--- src/rtl/multicycle_control.sv ---
// Control FSM for a multicycle RISC-V style datapath. It sequences fetch, decode,
// execute, memory and write-back, with memory wait timeout, stall freeze and trap.
module multicycle_control #(
  parameter int ALUOP_W     = 2,
  parameter int MEM_TIMEOUT = 16,
  parameter int EN_JAL      = 1
) (
  input  logic               i_clk,
  input  logic               i_rst_n,
  input  logic [6:0]         i_OPCode,
  input  logic               i_mem_ready,
  input  logic               i_stall,
  input  logic               i_trap_clr,
  output logic               o_PCWrite,
  output logic               o_Branch,
  output logic               o_IRWrite,
  output logic               o_MemRead,
  output logic               o_MemWrite,
  output logic               o_IorD,
  output logic               o_MemToReg,
  output logic               o_ALUSrcA,
  output logic               o_RegWrite,
  output logic               o_PCSource,
  output logic               o_trap,
  output logic [1:0]         o_ALUSrcB,
  output logic [ALUOP_W-1:0] o_ALUOp,
  output logic [3:0]         o_state
);

  typedef enum logic [3:0] {
    S_FETCH    = 4'd0,
    S_DECODE   = 4'd1,
    S_MEM_ADDR = 4'd2,
    S_MEM_RD   = 4'd3,
    S_LOAD_WB  = 4'd4,
    S_MEM_WR   = 4'd5,
    S_EXEC_R   = 4'd6,
    S_EXEC_I   = 4'd7,
    S_ALU_WB   = 4'd8,
    S_BRANCH   = 4'd9,
    S_JAL      = 4'd10,
    S_TRAP     = 4'd11
  } state_t;

  localparam logic [6:0] OP_RTYPE  = 7'b0110011;
  localparam logic [6:0] OP_ITYPE  = 7'b0010011;
  localparam logic [6:0] OP_LOAD   = 7'b0000011;
  localparam logic [6:0] OP_STORE  = 7'b0100011;
  localparam logic [6:0] OP_BRANCH = 7'b1100011;
  localparam logic [6:0] OP_JAL    = 7'b1101111;

  state_t     r_state;
  logic [7:0] r_wait;
  logic [6:0] r_opcode;
  logic       r_run;

  state_t     w_next;
  logic [7:0] w_wait_inc;
  logic       w_at_limit;
  logic       w_wait_state;
  logic       w_hold;
  logic [1:0] w_aluop;

  assign w_wait_inc   = r_wait + 8'd1;
  // The cycle that would bring the counter up to MEM_TIMEOUT is the last wait allowed.
  assign w_at_limit   = (w_wait_inc == 8'(MEM_TIMEOUT));
  assign w_wait_state = (r_state == S_FETCH) || (r_state == S_MEM_RD) ||
                        (r_state == S_MEM_WR);
  assign w_hold       = i_stall && (r_state != S_TRAP);

  always_comb begin
    w_next = r_state;
    case (r_state)
      S_FETCH: begin
        if (i_mem_ready)     w_next = S_DECODE;
        else if (w_at_limit) w_next = S_TRAP;
      end
      S_DECODE: begin
        case (i_OPCode)
          OP_RTYPE:          w_next = S_EXEC_R;
          OP_ITYPE:          w_next = S_EXEC_I;
          OP_LOAD, OP_STORE: w_next = S_MEM_ADDR;
          OP_BRANCH:         w_next = S_BRANCH;
          OP_JAL:            w_next = (EN_JAL != 0) ? S_JAL : S_TRAP;
          default:           w_next = S_TRAP;
        endcase
      end
      S_MEM_ADDR: w_next = (r_opcode == OP_LOAD) ? S_MEM_RD : S_MEM_WR;
      S_MEM_RD: begin
        if (i_mem_ready)     w_next = S_LOAD_WB;
        else if (w_at_limit) w_next = S_TRAP;
      end
      S_LOAD_WB: w_next = S_FETCH;
      S_MEM_WR: begin
        if (i_mem_ready)     w_next = S_FETCH;
        else if (w_at_limit) w_next = S_TRAP;
      end
      S_EXEC_R:  w_next = S_ALU_WB;
      S_EXEC_I:  w_next = S_ALU_WB;
      S_ALU_WB:  w_next = S_FETCH;
      S_BRANCH:  w_next = S_FETCH;
      S_JAL:     w_next = S_FETCH;
      S_TRAP:    w_next = i_trap_clr ? S_FETCH : S_TRAP;
      default:   w_next = S_TRAP;
    endcase
  end

  // r_run stays low for the first edge after reset release so nothing is
  // issued (or advanced) while the outputs are still suppressed.
  always_ff @(posedge i_clk or negedge i_rst_n) begin
    if (!i_rst_n) begin
      r_state  <= S_FETCH;
      r_wait   <= 8'd0;
      r_opcode <= 7'b0000000;
      r_run    <= 1'b0;
    end else begin
      r_run <= 1'b1;
      if (r_run && !w_hold) begin
        r_state <= w_next;
        if (w_next != r_state)
          r_wait <= 8'd0;
        else if (w_wait_state && !i_mem_ready)
          r_wait <= w_wait_inc;
        if (r_state == S_DECODE)
          r_opcode <= i_OPCode;
      end
    end
  end

  always_comb begin
    o_PCWrite  = 1'b0;
    o_Branch   = 1'b0;
    o_IRWrite  = 1'b0;
    o_MemRead  = 1'b0;
    o_MemWrite = 1'b0;
    o_IorD     = 1'b0;
    o_MemToReg = 1'b0;
    o_ALUSrcA  = 1'b0;
    o_RegWrite = 1'b0;
    o_PCSource = 1'b0;
    o_trap     = 1'b0;
    o_ALUSrcB  = 2'b00;
    w_aluop    = 2'b00;
    if (r_run) begin
      case (r_state)
        S_FETCH: begin
          o_MemRead = 1'b1;
          o_IRWrite = i_mem_ready;
          o_PCWrite = i_mem_ready;
          o_ALUSrcB = 2'b01;
        end
        S_DECODE: o_ALUSrcB = 2'b10;
        S_MEM_ADDR: begin
          o_ALUSrcA = 1'b1;
          o_ALUSrcB = 2'b10;
        end
        S_MEM_RD: begin
          o_MemRead = 1'b1;
          o_IorD    = 1'b1;
        end
        S_LOAD_WB: begin
          o_RegWrite = 1'b1;
          o_MemToReg = 1'b1;
        end
        S_MEM_WR: begin
          o_MemWrite = 1'b1;
          o_IorD     = 1'b1;
        end
        S_EXEC_R: begin
          o_ALUSrcA = 1'b1;
          w_aluop   = 2'b10;
        end
        S_EXEC_I: begin
          o_ALUSrcA = 1'b1;
          o_ALUSrcB = 2'b10;
          w_aluop   = 2'b11;
        end
        S_ALU_WB: o_RegWrite = 1'b1;
        S_BRANCH: begin
          o_Branch   = 1'b1;
          o_ALUSrcA  = 1'b1;
          o_PCSource = 1'b1;
          w_aluop    = 2'b01;
        end
        S_JAL: begin
          o_PCWrite  = 1'b1;
          o_PCSource = 1'b1;
          o_RegWrite = 1'b1;
        end
        S_TRAP:  o_trap = 1'b1;
        default: o_trap = 1'b0;
      endcase
    end
    // A stalled cycle must not commit any architectural state.
    if (w_hold) begin
      o_PCWrite  = 1'b0;
      o_IRWrite  = 1'b0;
      o_RegWrite = 1'b0;
      o_MemWrite = 1'b0;
    end
  end

  assign o_ALUOp = ALUOP_W'(w_aluop);
  assign o_state = r_state;

endmodule
--- config.mk ---
export PLATFORM = sky130hd
export DESIGN_NAME = multicycle_control
export DESIGN_NICKNAME = d
export VERILOG_FILES = /design/src/rtl/multicycle_control.sv
export SDC_FILE = /design/constraint.sdc
export NUM_CORES = 1
export LEC_CHECK = 0
export ABC_AREA = 1
export CORE_MARGIN = 1
export CORE_UTILIZATION = 46
export CTS_CLUSTER_SIZE = 16
export DETAILED_ROUTE_END_ITERATION = 10
export GPL_TIMING_DRIVEN = 0
export PLACE_DENSITY = 0.77
export SLEW_MARGIN = 30
export SYNTH_ARGS = -nofsm -noshare
export SYNTH_HDL_FRONTEND = slang
export SYNTH_SLANG_ARGS = --single-unit
--- constraint.sdc ---
create_clock -name i_clk -period 1.9 [get_ports i_clk]
set_clock_uncertainty 0.2 [all_clocks]
set_input_delay 0.38 -clock i_clk [delete_from_list [all_inputs] [get_ports i_clk]]
set_output_delay 0.38 -clock i_clk [all_outputs]
set_load 0.01 [all_outputs]
==> flow_summary.html <==
<table>
<tr><th>Metric</th><th>Value</th></tr>
<tr><th colspan="2">Clock network</th></tr>
<tr><td>Num CTS Buffers</td><td>3</td></tr>
<tr><td>Master cell of the clock root buffer</td><td>sky130_fd_sc_hd__clkbuf_4</td></tr>
<tr><td>Total number of H-tree levels</td><td>1</td></tr>
<tr><td>CTS clock-pin slew for the worst setup and hold paths</td><td>0.12 ns</td></tr>
<tr><td>Sinks on Clock Net</td><td>20</td></tr>
<tr><td>Clock latency at the later pin of the worst-skew pair</td><td>0.32 ns</td></tr>
<tr><td>CTS tree</td><td>built</td></tr>
<tr><td>Number of buffers on the longest clock path</td><td>2</td></tr>
<tr><th colspan="2">STA</th></tr>
<tr><td>Final slew viol count</td><td>0</td></tr>
<tr><td>Count of final setup violators</td><td>23</td></tr>
<tr><td>Post-route minimum period</td><td>2.205 ns</td></tr>
<tr><td>Number of failing hold endpoints at the final stage</td><td>0</td></tr>
<tr><td>Share of the clock period used by the worst path after layout</td><td>116.0%</td></tr>
<tr><td>Final worst setup slack</td><td>-0.3049 ns</td></tr>
<tr><td>Max Fclk</td><td>0.4535 GHz</td></tr>
<tr><td>Unrepaired setup endpoints after global routing</td><td>true</td></tr>
<tr><th colspan="2">Logic synthesis</th></tr>
<tr><td>Synth Area per Inst</td><td>7.006 um2</td></tr>
<tr><td>Most area-consuming cells after synthesis</td><td>sky130_fd_sc_hd__dfrtp_1 34%, sky130_fd_sc_hd__nand2_1 15%, sky130_fd_sc_hd__nor2_1 6.1%</td></tr>
<tr><td>Prevailing post-synth register cell</td><td>sky130_fd_sc_hd__dfrtp_1</td></tr>
<tr><td>Post-synth net total</td><td>225</td></tr>
<tr><td>Post-synthesis instance area</td><td>1485 um2</td></tr>
<tr><td>Syn Inst Count</td><td>212</td></tr>
<tr><td>Register area share after synthesis</td><td>33.70%</td></tr>
<tr><td>Number of enable-type register cells in the synthesized netlist</td><td>0</td></tr>
<tr><td>Warnings, synthesis</td><td>0</td></tr>
<tr><td>#FFs+latches synth</td><td>20</td></tr>
<tr><td>Share of the synthesized area in the top cell type</td><td>33.70%</td></tr>
<tr><td>Fraction of synthesis flops using an asynchronous set or reset pin</td><td>100.0%</td></tr>
<tr><td>Number of distinct library cells after synthesis</td><td>33</td></tr>
<tr><td>Dominant cell type by area after synthesis</td><td>sky130_fd_sc_hd__dfrtp_1</td></tr>
<tr><th colspan="2">Drt</th></tr>
<tr><td>Residual DRC count</td><td>0</td></tr>
<tr><td>Total wirelength of the detailed-routed design</td><td>4167 um</td></tr>
<tr><td>Routed vias</td><td>1638</td></tr>
<tr><td>Remaining antenna violation count</td><td>0</td></tr>
<tr><td>DR WL/cell</td><td>13.27 um</td></tr>
<tr><td>1st-pass router iterations</td><td>4</td></tr>
<tr><td>Via-per-instance ratio</td><td>5.217</td></tr>
<tr><td>Number of DRC markers after the initial detailed-route iteration</td><td>92</td></tr>
<tr><th colspan="2">Die</th></tr>
<tr><td>Initial Util</td><td>48.65%</td></tr>
<tr><td>Core ar.</td><td>3053 um2</td></tr>
<tr><td>Die footprint</td><td>3460 um2</td></tr>
<tr><td>Die X-Extent</td><td>58.82 um</td></tr>
<tr><td>Vertical extent of the die</td><td>58.82 um</td></tr>
<tr><td>Top-level I/O count</td><td>31</td></tr>
<tr><td>Placement Rows</td><td>20</td></tr>
<tr><th colspan="2">Cells and area</th></tr>
<tr><td>Share of cells above drive strength 1</td><td>35.56%</td></tr>
<tr><td>Reg area</td><td>505.5 um2</td></tr>
<tr><td>Net total in the final layout</td><td>284</td></tr>
<tr><td>Area growth from synthesis to layout</td><td>41.11%</td></tr>
<tr><td>Number of non-filler instances in the completed layout</td><td>314</td></tr>
<tr><td>Area of the multi-input gates</td><td>935.9 um2</td></tr>
<tr><td>Leading cell type in the layout, fill and taps excluded</td><td>sky130_fd_sc_hd__nand2_1</td></tr>
<tr><td>Most frequent cells in the layout</td><td>57 x sky130_fd_sc_hd__nand2_1, 19 x sky130_fd_sc_hd__inv_1, 19 x sky130_fd_sc_hd__buf_4, 18 x sky130_fd_sc_hd__nor2_1, 16 x sky130_fd_sc_hd__dfrtp_1</td></tr>
<tr><td>Share of the core filled with cells in the final layout</td><td>68.65%</td></tr>
<tr><td>Antenna fix cells</td><td>0</td></tr>
<tr><td>Fill cells</td><td>268</td></tr>
<tr><th colspan="2">Setup path</th></tr>
<tr><td>Category of the most critical setup path</td><td>flip-flop to output port</td></tr>
<tr><td>Data required, critical path</td><td>1.32 ns</td></tr>
<tr><td>Setup crit start kind</td><td>flip-flop</td></tr>
<tr><td>Endpoint kind of the worst setup timing path</td><td>output port</td></tr>
<tr><td>Max FO, Critical Path</td><td>6</td></tr>
<tr><td>Cell mode on critical path</td><td>sky130_fd_sc_hd__nor2_4</td></tr>
<tr><td>Critical-path cell with the highest stage delay</td><td>sky130_fd_sc_hd__dfrtp_1</td></tr>
<tr><td>Largest stage delay on the critical path</td><td>0.40 ns</td></tr>
<tr><td>Critical path arrival</td><td>1.62 ns</td></tr>
<tr><td>Cell-by-cell listing of the critical path</td><td>buf_6, nor2_4, nand2_4, a21oi_4, inv_2, nor2_4, a31oi_1, inv_1, buf_2</td></tr>
<tr><th colspan="2">Pwr</th></tr>
<tr><td>PD cells</td><td>1215 nW/um2</td></tr>
<tr><td>Power Total</td><td>0.002546 W</td></tr>
<tr><td>Max IR drop VDD</td><td>736.9 uV</td></tr>
<tr><td>Standby leakage power</td><td>1.059 nW</td></tr>
<tr><th colspan="2">Placed design</th></tr>
<tr><td>Cells after DPL</td><td>286</td></tr>
<tr><td>Weighted congestion reported at the end of routability-driven placement</td><td>0.9182</td></tr>
<tr><td>Worst Setup Slack post-DPL</td><td>-0.6941 ns</td></tr>
<tr><td>Dpl hpwl</td><td>2534 um</td></tr>
<tr><td>Buffers added on ports</td><td>30</td></tr>
<tr><th colspan="2">Worst hold path</th></tr>
<tr><td>Worst min path class</td><td>flip-flop to flip-flop</td></tr>
<tr><th colspan="2">Status</th></tr>
<tr><td>Run status</td><td>finished, violations left</td></tr>
<tr><td>Failing checks</td><td>negative setup slack</td></tr>
<tr><th colspan="2">Global routing</th></tr>
<tr><td>Number of antenna violations at the first check in global routing</td><td>0</td></tr>
<tr><td>Final global-route overflow total</td><td>0</td></tr>
<tr><td>Combined global-route utilization of all metal layers</td><td>24.64%</td></tr>
<tr><td>Largest net degree at the start of global routing</td><td>21</td></tr>
<tr><td>Number of global-route vias before repair</td><td>1474</td></tr>
<tr><td>Wire length of the first global-routing pass</td><td>6451 um</td></tr>
<tr><th colspan="2">Flow run</th></tr>
<tr><td>MaxCap Viol Count</td><td>0</td></tr>
</table>
-- final timing paths --
kind / start / to / slack, ns / depth (start not counted)
max: o_state[2]$_DFFE_PN0P_ / o_PCWrite / -0.30 / 9
min: r_opcode[5]$_DFFE_PN0P_ / r_opcode[5]$_DFFE_PN0P_ / 0.31 / 2
max reg2reg: r_wait[1]$_DFFE_PN0P_ / r_wait[2]$_DFFE_PN0P_ / -0.25 / 13
min reg2reg: r_opcode[5]$_DFFE_PN0P_ / r_opcode[5]$_DFFE_PN0P_ / 0.31 / 2
max in group asynchronous: i_rst_n / o_state[0]$_DFFE_PN0P_ / 0.82 / 2
min in group asynchronous: i_rst_n / r_opcode[5]$_DFFE_PN0P_ / 0.33 / 2
-- power breakdown --
| group | internal (W) | leakage, nW | total (W) | switching (W) |
|---|---|---|---|---|
| Sequential | 0.000548 | 0.257 | 0.000664 | 0.000116 |
| Combinational | 0.000703 | 0.787 | 0.00166 | 0.000953 |
| Clock | 0.0000822 | 0.0150 | 0.000227 | 0.000145 |
| Total | 0.00133 | 1.06 | 0.00255 | 0.00121 |
-- synth_stat cells (2+ instances only) --
| cell type | n |
|---|---|
| sky130_fd_sc_hd__nor3_1 | 4 |
| sky130_fd_sc_hd__o21ai_1 | 2 |
| sky130_fd_sc_hd__nor2_4 | 2 |
| sky130_fd_sc_hd__nand3_2 | 4 |
| sky130_fd_sc_hd__a31oi_1 | 3 |
| sky130_fd_sc_hd__o21ai_0 | 8 |
| sky130_fd_sc_hd__nand2_1 | 61 |
| sky130_fd_sc_hd__nand3_1 | 11 |
| sky130_fd_sc_hd__mux2_4 | 2 |
| sky130_fd_sc_hd__buf_6 | 2 |
| sky130_fd_sc_hd__dfrtp_1 | 20 |
| sky130_fd_sc_hd__nand4_1 | 9 |
| sky130_fd_sc_hd__nor2_1 | 24 |
| sky130_fd_sc_hd__inv_1 | 22 |
| sky130_fd_sc_hd__nand2_2 | 8 |
| sky130_fd_sc_hd__a21oi_4 | 2 |
| sky130_fd_sc_hd__a21oi_1 | 7 |
| sky130_fd_sc_hd__inv_2 | 6 |
-- sequential cells by signal (all words and copies together) (netlist names) --
name	cells
o_state	4
r_run	1
r_opcode	7
r_wait	8
-- metal layers --
layer / vias up / GRT usage (%) / share of wire (%)
li1: 809 / - / -
met1: 760 / 30.15 / 43
met2: 59 / 41.56 / 51
met3: 10 / 5.055 / 5.5
met4: 0 / 11.22 / 1.3
met5: - / 0 / 0
-- area by class of cell --
type	instances	area share (%)
Tap cell	44	2.627
Timing Repair Buffer	54	21.01
Multi-Input combinational cell	161	44.66
Inverter	29	5.254
Clock buffer	4	1.254
Buffer	2	1.075
Sequential cell	20	24.12
-- per-stage QoR --
stage / hold slack, ns / area (um2) / TNS [ns]
floorplan: -0.1156 / 1496 / -0.08508
global placement: 0.2678 / 1852 / -9.488
detailed placement: 0.2780 / 1852 / -9.678
CTS: 0.3089 / 1991 / -4.008
global route: 0.3397 / 2096 / -8.054
finish: 0.3059 / 2096 / -5.371
-- cells by family after synthesis --
logic type / synth area share [%]
buf+inv: 8.845
fa+ha+maj: 0.8423
simple gates: 40.61
other cells: 0.2525
xor+xnor: 0.5898
flops: 33.70
compound gates: 12.39
mux: 2.780
-- timing repair --
action / in CTS / in global routing
hold buffers: 0 / 1
buffers inserted: 17 / 6
endpoints found under the setup margin: 28 / 29
pin swaps: 13 / 12
endpoints found under the hold margin: 0 / 20
gates cloned: 0 / 0
gates resized for setup: 76 / 15
-- worst max-delay path: cells and delay by family (launching register included) --
kind	cells	cell delay, ns
AND/OR/NAND/NOR	3	0.29
AO/OA/AOI/OAI	2	0.20
buffers and inverters	4	0.41
flip-flops	1	0.40
No activity file was read; power rests on OpenSTA's default activity.
